$ cat src/rtl/hilo_unit_if.sv
// Bus bundle for hilo_unit: op strobe, operands, and the HI/LO/busy/done results.
// The pipeline side uses the master modport and the HI/LO unit uses the slave modport.
interface hilo_unit_if #(
  parameter int WIDTH = 32
);
  logic             valid;
  logic [2:0]       op;
  logic [WIDTH-1:0] alu_hi;
  logic [WIDTH-1:0] alu_lo;
  logic [WIDTH-1:0] rs_data;
  logic [WIDTH-1:0] rt_data;
  logic [WIDTH-1:0] hi;
  logic [WIDTH-1:0] lo;
  logic             busy;
  logic             done;

  modport master (
    output valid, op, alu_hi, alu_lo, rs_data, rt_data,
    input  hi, lo, busy, done
  );

  modport slave (
    input  valid, op, alu_hi, alu_lo, rs_data, rt_data,
    output hi, lo, busy, done
  );
endinterface

$ cat src/rtl/hilo_unit.sv
// HI/LO register pair with wprod/mthi/mtlo writes and, when HILO_DIV_EN is defined,
// an iterative restoring divider (remainder->HI, quotient->LO) that stalls upstream via busy.
module hilo_unit #(
  parameter int WIDTH = 32
) (
  input  logic       clk,
  input  logic       rst_n,
  hilo_unit_if.slave bus
);
  localparam logic [2:0] OP_WPROD = 3'b001;
  localparam logic [2:0] OP_MTHI  = 3'b010;
  localparam logic [2:0] OP_MTLO  = 3'b011;

  logic [WIDTH-1:0] hi_q;
  logic [WIDTH-1:0] lo_q;

  assign bus.hi = hi_q;
  assign bus.lo = lo_q;

`ifdef HILO_DIV_EN
  localparam logic [2:0] OP_DIV  = 3'b100;
  localparam logic [2:0] OP_DIVU = 3'b101;
  localparam int CW = $clog2(WIDTH + 1);

  typedef enum logic [1:0] {
    IDLE = 2'd0,
    RUN  = 2'd1,
    FIX  = 2'd2
  } state_t;

  state_t           state_q;
  logic [WIDTH-1:0] rem_q;
  logic [WIDTH-1:0] quot_q;
  logic [WIDTH-1:0] dvsr_q;
  logic             neg_quot_q;
  logic             neg_rem_q;
  logic             done_q;
  logic [CW-1:0]    cnt_q;

  logic             a_neg;
  logic             b_neg;
  logic [WIDTH-1:0] a_abs;
  logic [WIDTH-1:0] b_abs;
  logic [WIDTH:0]   shifted;
  logic [WIDTH:0]   trial;
  logic [WIDTH-1:0] rem_d;
  logic [WIDTH-1:0] quot_d;
  logic [WIDTH-1:0] rem_fix;
  logic [WIDTH-1:0] quot_fix;

  always_comb begin
    a_neg  = (bus.op == OP_DIV) && bus.rs_data[WIDTH-1];
    b_neg  = (bus.op == OP_DIV) && bus.rt_data[WIDTH-1];
    a_abs  = a_neg ? (~bus.rs_data + 1'b1) : bus.rs_data;
    b_abs  = b_neg ? (~bus.rt_data + 1'b1) : bus.rt_data;
    // Restoring step: the WIDTH+1-bit trial difference keeps the carry-out of the shifted remainder.
    shifted = {rem_q, quot_q[WIDTH-1]};
    trial   = shifted - {1'b0, dvsr_q};
    if (!trial[WIDTH]) begin
      rem_d  = trial[WIDTH-1:0];
      quot_d = {quot_q[WIDTH-2:0], 1'b1};
    end else begin
      rem_d  = shifted[WIDTH-1:0];
      quot_d = {quot_q[WIDTH-2:0], 1'b0};
    end
    rem_fix  = neg_rem_q  ? (~rem_q  + 1'b1) : rem_q;
    quot_fix = neg_quot_q ? (~quot_q + 1'b1) : quot_q;
  end

  assign bus.busy = (state_q != IDLE);
  assign bus.done = done_q;

  always_ff @(posedge clk) begin
    if (!rst_n) begin
      state_q    <= IDLE;
      hi_q       <= '0;
      lo_q       <= '0;
      rem_q      <= '0;
      quot_q     <= '0;
      dvsr_q     <= '0;
      neg_quot_q <= 1'b0;
      neg_rem_q  <= 1'b0;
      done_q     <= 1'b0;
      cnt_q      <= '0;
    end else begin
      done_q <= 1'b0;
      case (state_q)
        IDLE: begin
          if (bus.valid) begin
            case (bus.op)
              OP_WPROD: begin
                hi_q <= bus.alu_hi;
                lo_q <= bus.alu_lo;
              end
              OP_MTHI: hi_q <= bus.rs_data;
              OP_MTLO: lo_q <= bus.rs_data;
              OP_DIV, OP_DIVU: begin
                cnt_q <= '0;
                if (bus.rt_data == '0) begin
                  // Divide by zero bypasses RUN: FIX writes the raw dividend and an all-ones quotient.
                  rem_q      <= bus.rs_data;
                  quot_q     <= '1;
                  dvsr_q     <= '0;
                  neg_quot_q <= 1'b0;
                  neg_rem_q  <= 1'b0;
                  state_q    <= FIX;
                end else begin
                  rem_q      <= '0;
                  quot_q     <= a_abs;
                  dvsr_q     <= b_abs;
                  neg_quot_q <= a_neg ^ b_neg;
                  neg_rem_q  <= a_neg;
                  state_q    <= RUN;
                end
              end
              default: ;
            endcase
          end
        end
        RUN: begin
          rem_q  <= rem_d;
          quot_q <= quot_d;
          cnt_q  <= cnt_q + 1'b1;
          if (cnt_q == CW'(WIDTH - 1)) begin
            state_q <= FIX;
          end
        end
        FIX: begin
          hi_q    <= rem_fix;
          lo_q    <= quot_fix;
          done_q  <= 1'b1;
          state_q <= IDLE;
        end
        default: state_q <= IDLE;
      endcase
    end
  end
`else
  assign bus.busy = 1'b0;
  assign bus.done = 1'b0;

  always_ff @(posedge clk) begin
    if (!rst_n) begin
      hi_q <= '0;
      lo_q <= '0;
    end else if (bus.valid) begin
      case (bus.op)
        OP_WPROD: begin
          hi_q <= bus.alu_hi;
          lo_q <= bus.alu_lo;
        end
        OP_MTHI: hi_q <= bus.rs_data;
        OP_MTLO: lo_q <= bus.rs_data;
        default: ;
      endcase
    end
  end
`endif
endmodule
$ cat src/flat_wrapper.sv
// flat-port wrapper written by rule: the top's interface ports become plain ports
module hilo_unit_flat 
#(
  parameter int WIDTH = 32
)
  (clk, rst_n, bus_valid, bus_op, bus_alu_hi, bus_alu_lo, bus_rs_data, bus_rt_data, bus_hi, bus_lo, bus_busy, bus_done);
  hilo_unit_if #(.WIDTH(WIDTH)) bus_i ();
  input  logic clk;
  input  logic rst_n;
  input wire logic [$bits(bus_i.valid)-1:0] bus_valid;
  input wire logic [$bits(bus_i.op)-1:0] bus_op;
  input wire logic [$bits(bus_i.alu_hi)-1:0] bus_alu_hi;
  input wire logic [$bits(bus_i.alu_lo)-1:0] bus_alu_lo;
  input wire logic [$bits(bus_i.rs_data)-1:0] bus_rs_data;
  input wire logic [$bits(bus_i.rt_data)-1:0] bus_rt_data;
  output wire logic [$bits(bus_i.hi)-1:0] bus_hi;
  output wire logic [$bits(bus_i.lo)-1:0] bus_lo;
  output wire logic [$bits(bus_i.busy)-1:0] bus_busy;
  output wire logic [$bits(bus_i.done)-1:0] bus_done;
  assign bus_i.valid = bus_valid;
  assign bus_i.op = bus_op;
  assign bus_i.alu_hi = bus_alu_hi;
  assign bus_i.alu_lo = bus_alu_lo;
  assign bus_i.rs_data = bus_rs_data;
  assign bus_i.rt_data = bus_rt_data;
  assign bus_hi = bus_i.hi;
  assign bus_lo = bus_i.lo;
  assign bus_busy = bus_i.busy;
  assign bus_done = bus_i.done;
  hilo_unit #(.WIDTH(WIDTH)) u_core (.clk(clk), .rst_n(rst_n), .bus(bus_i));
endmodule
$ cat config.mk
export PLATFORM = sky130hd
export DESIGN_NAME = hilo_unit_flat
export DESIGN_NICKNAME = d
export VERILOG_FILES = /design/src/rtl/hilo_unit_if.sv /design/src/rtl/hilo_unit.sv /design/src/flat_wrapper.sv
export SDC_FILE = /design/constraint.sdc
export NUM_CORES = 1
export LEC_CHECK = 0
export CAP_MARGIN = 20
export CORE_UTILIZATION = 37
export DETAILED_ROUTE_END_ITERATION = 7
export GPL_TIMING_DRIVEN = 0
export PLACE_DENSITY = 0.8
export SLEW_MARGIN = 10
export SYNTH_ARGS = -nofsm -noshare
export SYNTH_HDL_FRONTEND = slang
export SYNTH_SLANG_ARGS = --single-unit
export TNS_END_PERCENT = 1
$ cat constraint.sdc
create_clock -name clk -period 2.1 [get_ports clk]
set_clock_uncertainty 0.2 [all_clocks]
set_input_delay 0.42 -clock clk [delete_from_list [all_inputs] [get_ports clk]]
set_output_delay 0.42 -clock clk [all_outputs]
set_load 0.005 [all_outputs]
======== After elaboration in Yosys (flattened, before gate mapping) ========
Index checks and enable logic that the tools add are counted.
word-level totals
  register bits after elaboration ......... 64
  bits of input ports ..................... 134
cells by class
  equal/unequal tests ..................... 3
  multiplexer cells ....................... 2
  reduce and logical (&&, ||, !) cells .... 4
operator list
  kind                                                 count
  one-hot mux 32 bit (2 select lines)                  2
  equality test 3 x 2 -> 1 bit, second input constant  2
  AND reduction 2 bit                                  2
  nonzero test 2 bit                                   2
  equality test 3 x 1 -> 1 bit, second input constant  1

======== Depth between registers and ports, before layout ========
Gate-level depths: netlist of the first run.
  depth in word-level cells ............... 3
  mapped depth ............................ 6
  gate-level depth less buffers ........... 3

======== Least setup slack after synthesis of the first run ========
No wires, ideal clock.
  path type ............................... input to register
  start ................................... input port bus_op[0]
  end ..................................... register u_core.hi_q[0], in the netlist u_core.bus.hi[0]
  data required time ...................... 1.753 ns
  path buffers ............................ 2
  stages on the path ...................... 5
  arrival time ............................ 1.276 ns
  setup slack ............................. 0.477 ns
  setup time .............................. 0.147 ns
  cell sequence ........................... or3b_1 > buf_4 > clkbuf_1 > nand2_1 > a311oi_2
between the ends
  word-level cells in the longest chain between the ends .. 3
RTL lines
  element                                                                              RTL line            text
  from (decl)                                                                          flat_wrapper.sv:11  input wire logic [$bits(bus_i.op)-1:0] bus_op;
  equality test 3 x 2 -> 1 bit / equality test 3 x 1 -> 1 bit (equally long branches)  hilo_unit.sv:147    case (bus.op)
  nonzero test 2 bit (no source line)                                                  --
  AND reduction 2 bit (no source line)                                                 --
  to (signal assigned)                                                                 hilo_unit.sv:149    hi_q <= bus.alu_hi;
  to (signal assigned)                                                                 hilo_unit.sv:152    OP_MTHI: hi_q <= bus.rs_data;
  to (decl)                                                                            hilo_unit.sv:14     logic [WIDTH-1:0] hi_q;
Several ways; a longest one is shown, not always the timed one.
A chain may end at the register's enable or synchronous reset.

======== Worst setup path after layout of the first run ========
  start ................................... input port bus_op[0]
  end ..................................... register u_core.hi_q[3], in the netlist u_core.bus.hi[3]
Same word-level chain as after synthesis.

==> impl_metrics.toml, run 1 <==
[run_status]
run_status = "finished clean"

[worst_setup_path]
critPathLaunchType = "primary input"
crit_family = "buffers and inverters"
path_buf_inv = 3
end_kind = "flop"
crit_fanout = 10
crit_top_cell = "buf_12"
r2r_slack_ns = 1.13
path_class = "primary input to flop"
max_stage_delay_ns = 0.64
critical_path.slowest_cell = "clkdlybuf4s50_1"
worstPathRequired_ns = 2.10
crit_chain = "clkdlybuf4s50_1, xor2_2, and2_4, buf_12, buf_12, a311oi_2"
arrival_ns = 2.05

[clocking]
tritoncts = "done"
clk_pin_slew_ns = 0.07
clk_path_buf_depth = 2
cts_buffers = 9
worstSkewPairLatency_ns = 0.33
root_buffer = "clkbuf_8"
hold_buffers = 0
cts.htree.levels = 3
cts_sinks = 64

[timing]
fin_crit_ns = 2.049
final-max-slew-violation-count = 0
rsz0062_at_grt = "yes"
tightest_slew_ns = 0.7069
hold_violations = 0
fin_crit_sh = 0.9757
fmax_ghz = 0.4880
holdWs_ns = 0.3238
finalSetupViolCount = 0
maxSlewHeadroom = 0.5287

[floorplan]
die_height_um = 95.71
core_um2 = 8341
num_io_pins = 200
fp.dieArea_um2 = 9160
num_rows = 33
die_width_um = 95.71
initial_utilization = 0.3896

[synthesis]
synth_top_cells_by_area = "dfxtp_1, nand2_1, a311oi_2"
yosysWarnings = 0
syn_area_um2 = 3249
synth_top_area_share = 0.3943
synth.yosys.seq_area_share = 0.3943
ys_types = 26
synth_largest_area_cell = "dfxtp_1"
ys_seq_elements = 64
syn_area_per_cell_um2 = 8.782
synthCells = 370

[layout]
layout_common_cells = "clkdlybuf4s50_1, nand2_1, dfxtp_1"
final_area_um2 = 5209
layoutNonFillerInstCount = 657
drive_gt1_frac = 0.1920
area_growth_pct = 60.30
nNetsFinal = 682
n_antenna_cell = 0
post-route-util = 0.6245
layout_commonest_cell = "clkdlybuf4s50_1"

[placement]
hpwl_mm = 8.264
placed_cells = 641
dpl_cell_area_um2 = 5036
port_buffers = 165
gp_congestion = 0.8409

[global_routing]
antenna_found_initial = 0
grt_first_pass_wirelength_mm = 16.80
grt_pass1_vias = 3391
grt_max_degree = 11
overflow = 0
track_usage = 0.2415

[routing]
dr_total_vias = 3370
drt_drc_violations_left = 0
ant_nets = 0
wl_per_cell_um = 16.47
via_per_inst = 5.129
postRouteWirelength_mm = 10.82
first_iter_violations = 167
firstDrtPassIters = 4

[job]
maxCapViolCount = 0

[worst_hold_path]
hold_path_class = "flop to flop"

[power_and_ir_drop]
leakagePower_uw = 0.001918
power_density_nw_per_um2 = 572.0
ir_drop_v = 0.0003411
-- tightest hold or removal path, stage by stage, from the launching register on --
cell and delay (ns):
dfxtp_1 0.32, a21oi_2 0.11, a311oi_2 0.05
-- where the power goes --
| part | switching, uW | internal [uW] |
|---|---|---|
| combinational | 315 | 433 |
| clock | 486 | 417 |
| sequential | 44.1 | 1280 |
-- sequential cells by signal, indices dropped and copies added (netlist names) --
name,flops
u_core.bus.lo,32
u_core.bus.hi,32
-- cell usage after synthesis (all sizes together) --
library cell	count
and3b	2
a311oi	32
and2	1
dlymetal6s2s	3
nor3b	1
clkbuf	22
a21oi	32
o21ai	32
a31oi	32
dfxtp	64
buf	15
inv	1
conb	1
nor2b	1
xor2	1
nand3b	1
nand2	128
or3b	1
-- layer usage --
| metal | up-vias | share of wire | global-route usage |
|---|---|---|---|
| li1 | 1669 | - | - |
| met1 | 1577 | 0.42 | 0.3013 |
| met2 | 111 | 0.49 | 0.4077 |
| met3 | 13 | 0.071 | 0.05766 |
| met4 | 0 | 0.017 | 0.08085 |
| met5 | - | 0 | 0 |
-- layout make-up --
class	instances	area [um^2]
Clock buffer	11	131.4
Timing Repair Buffer	166	1672
Inverter	1	3.754
Clock inverter	4	22.52
Fill cell	715	3132
Multi-Input combinational cell	266	1679
Buffer	40	287.8
Sequential cell	64	1281
Tap cell	105	131.4
-- logic make-up (layout without fill, tap and decap cells) --
family / after synthesis / in the layout / synth area share
other: 1 / 2 / 0.001154
XOR/XNOR: 1 / 1 / 0.005007
buffers and inverters: 41 / 222 / 0.09203
AO/OA/AOI/OAI: 128 / 128 / 0.3408
AND/OR/NAND/NOR: 135 / 135 / 0.1667
flip-flops: 64 / 64 / 0.3943
-- metrics by stage --
step / setup slack, ns / power, uW / TNS [ns]
after detailed placement: -0.3912 / 2098 / -15.64
after floorplan: 0.4771 / 1681 / 0
after CTS: -0.002528 / 2989 / -0.002528
after global placement: -0.3654 / 2086 / -14.39
final: 0.05096 / 2979 / 0
after global routing: -0.03294 / 3100 / -0.5328
-- path summary, 6_finish.rpt --
check | from | end | depth (start not counted)
worst max-delay path | bus_op[0] | u_core.bus.hi[3]$_SDFFE_PN0P_ | 6
worst min-delay path | u_core.bus.hi[19]$_SDFFE_PN0P_ | u_core.bus.hi[19]$_SDFFE_PN0P_ | 2
worst max register to register | u_core.bus.hi[28]$_SDFFE_PN0P_ | u_core.bus.hi[28]$_SDFFE_PN0P_ | 2
worst min register to register | u_core.bus.hi[19]$_SDFFE_PN0P_ | u_core.bus.hi[19]$_SDFFE_PN0P_ | 2
-- repair_timing --
item	in CTS	in global routing
endpoints found under the setup margin	4	48
hold endpoints to repair	0	0
setup buffers	1	0
gates resized for setup	1	14
Note: power is estimated with default switching activity, not from simulation.
==> inputs of run 2 (changes only) <==
- GPL_ROUTABILITY_DRIVEN: default -> 0
==> results of run 2 <==
Final layout, timing and power as in run 1 (identical DEF).
==> inputs of run 3 (changes only) <==
- CTS_CLUSTER_DIAMETER: default -> 100
==> results of run 3 <==
Final layout, timing and power as in run 1 (identical DEF).
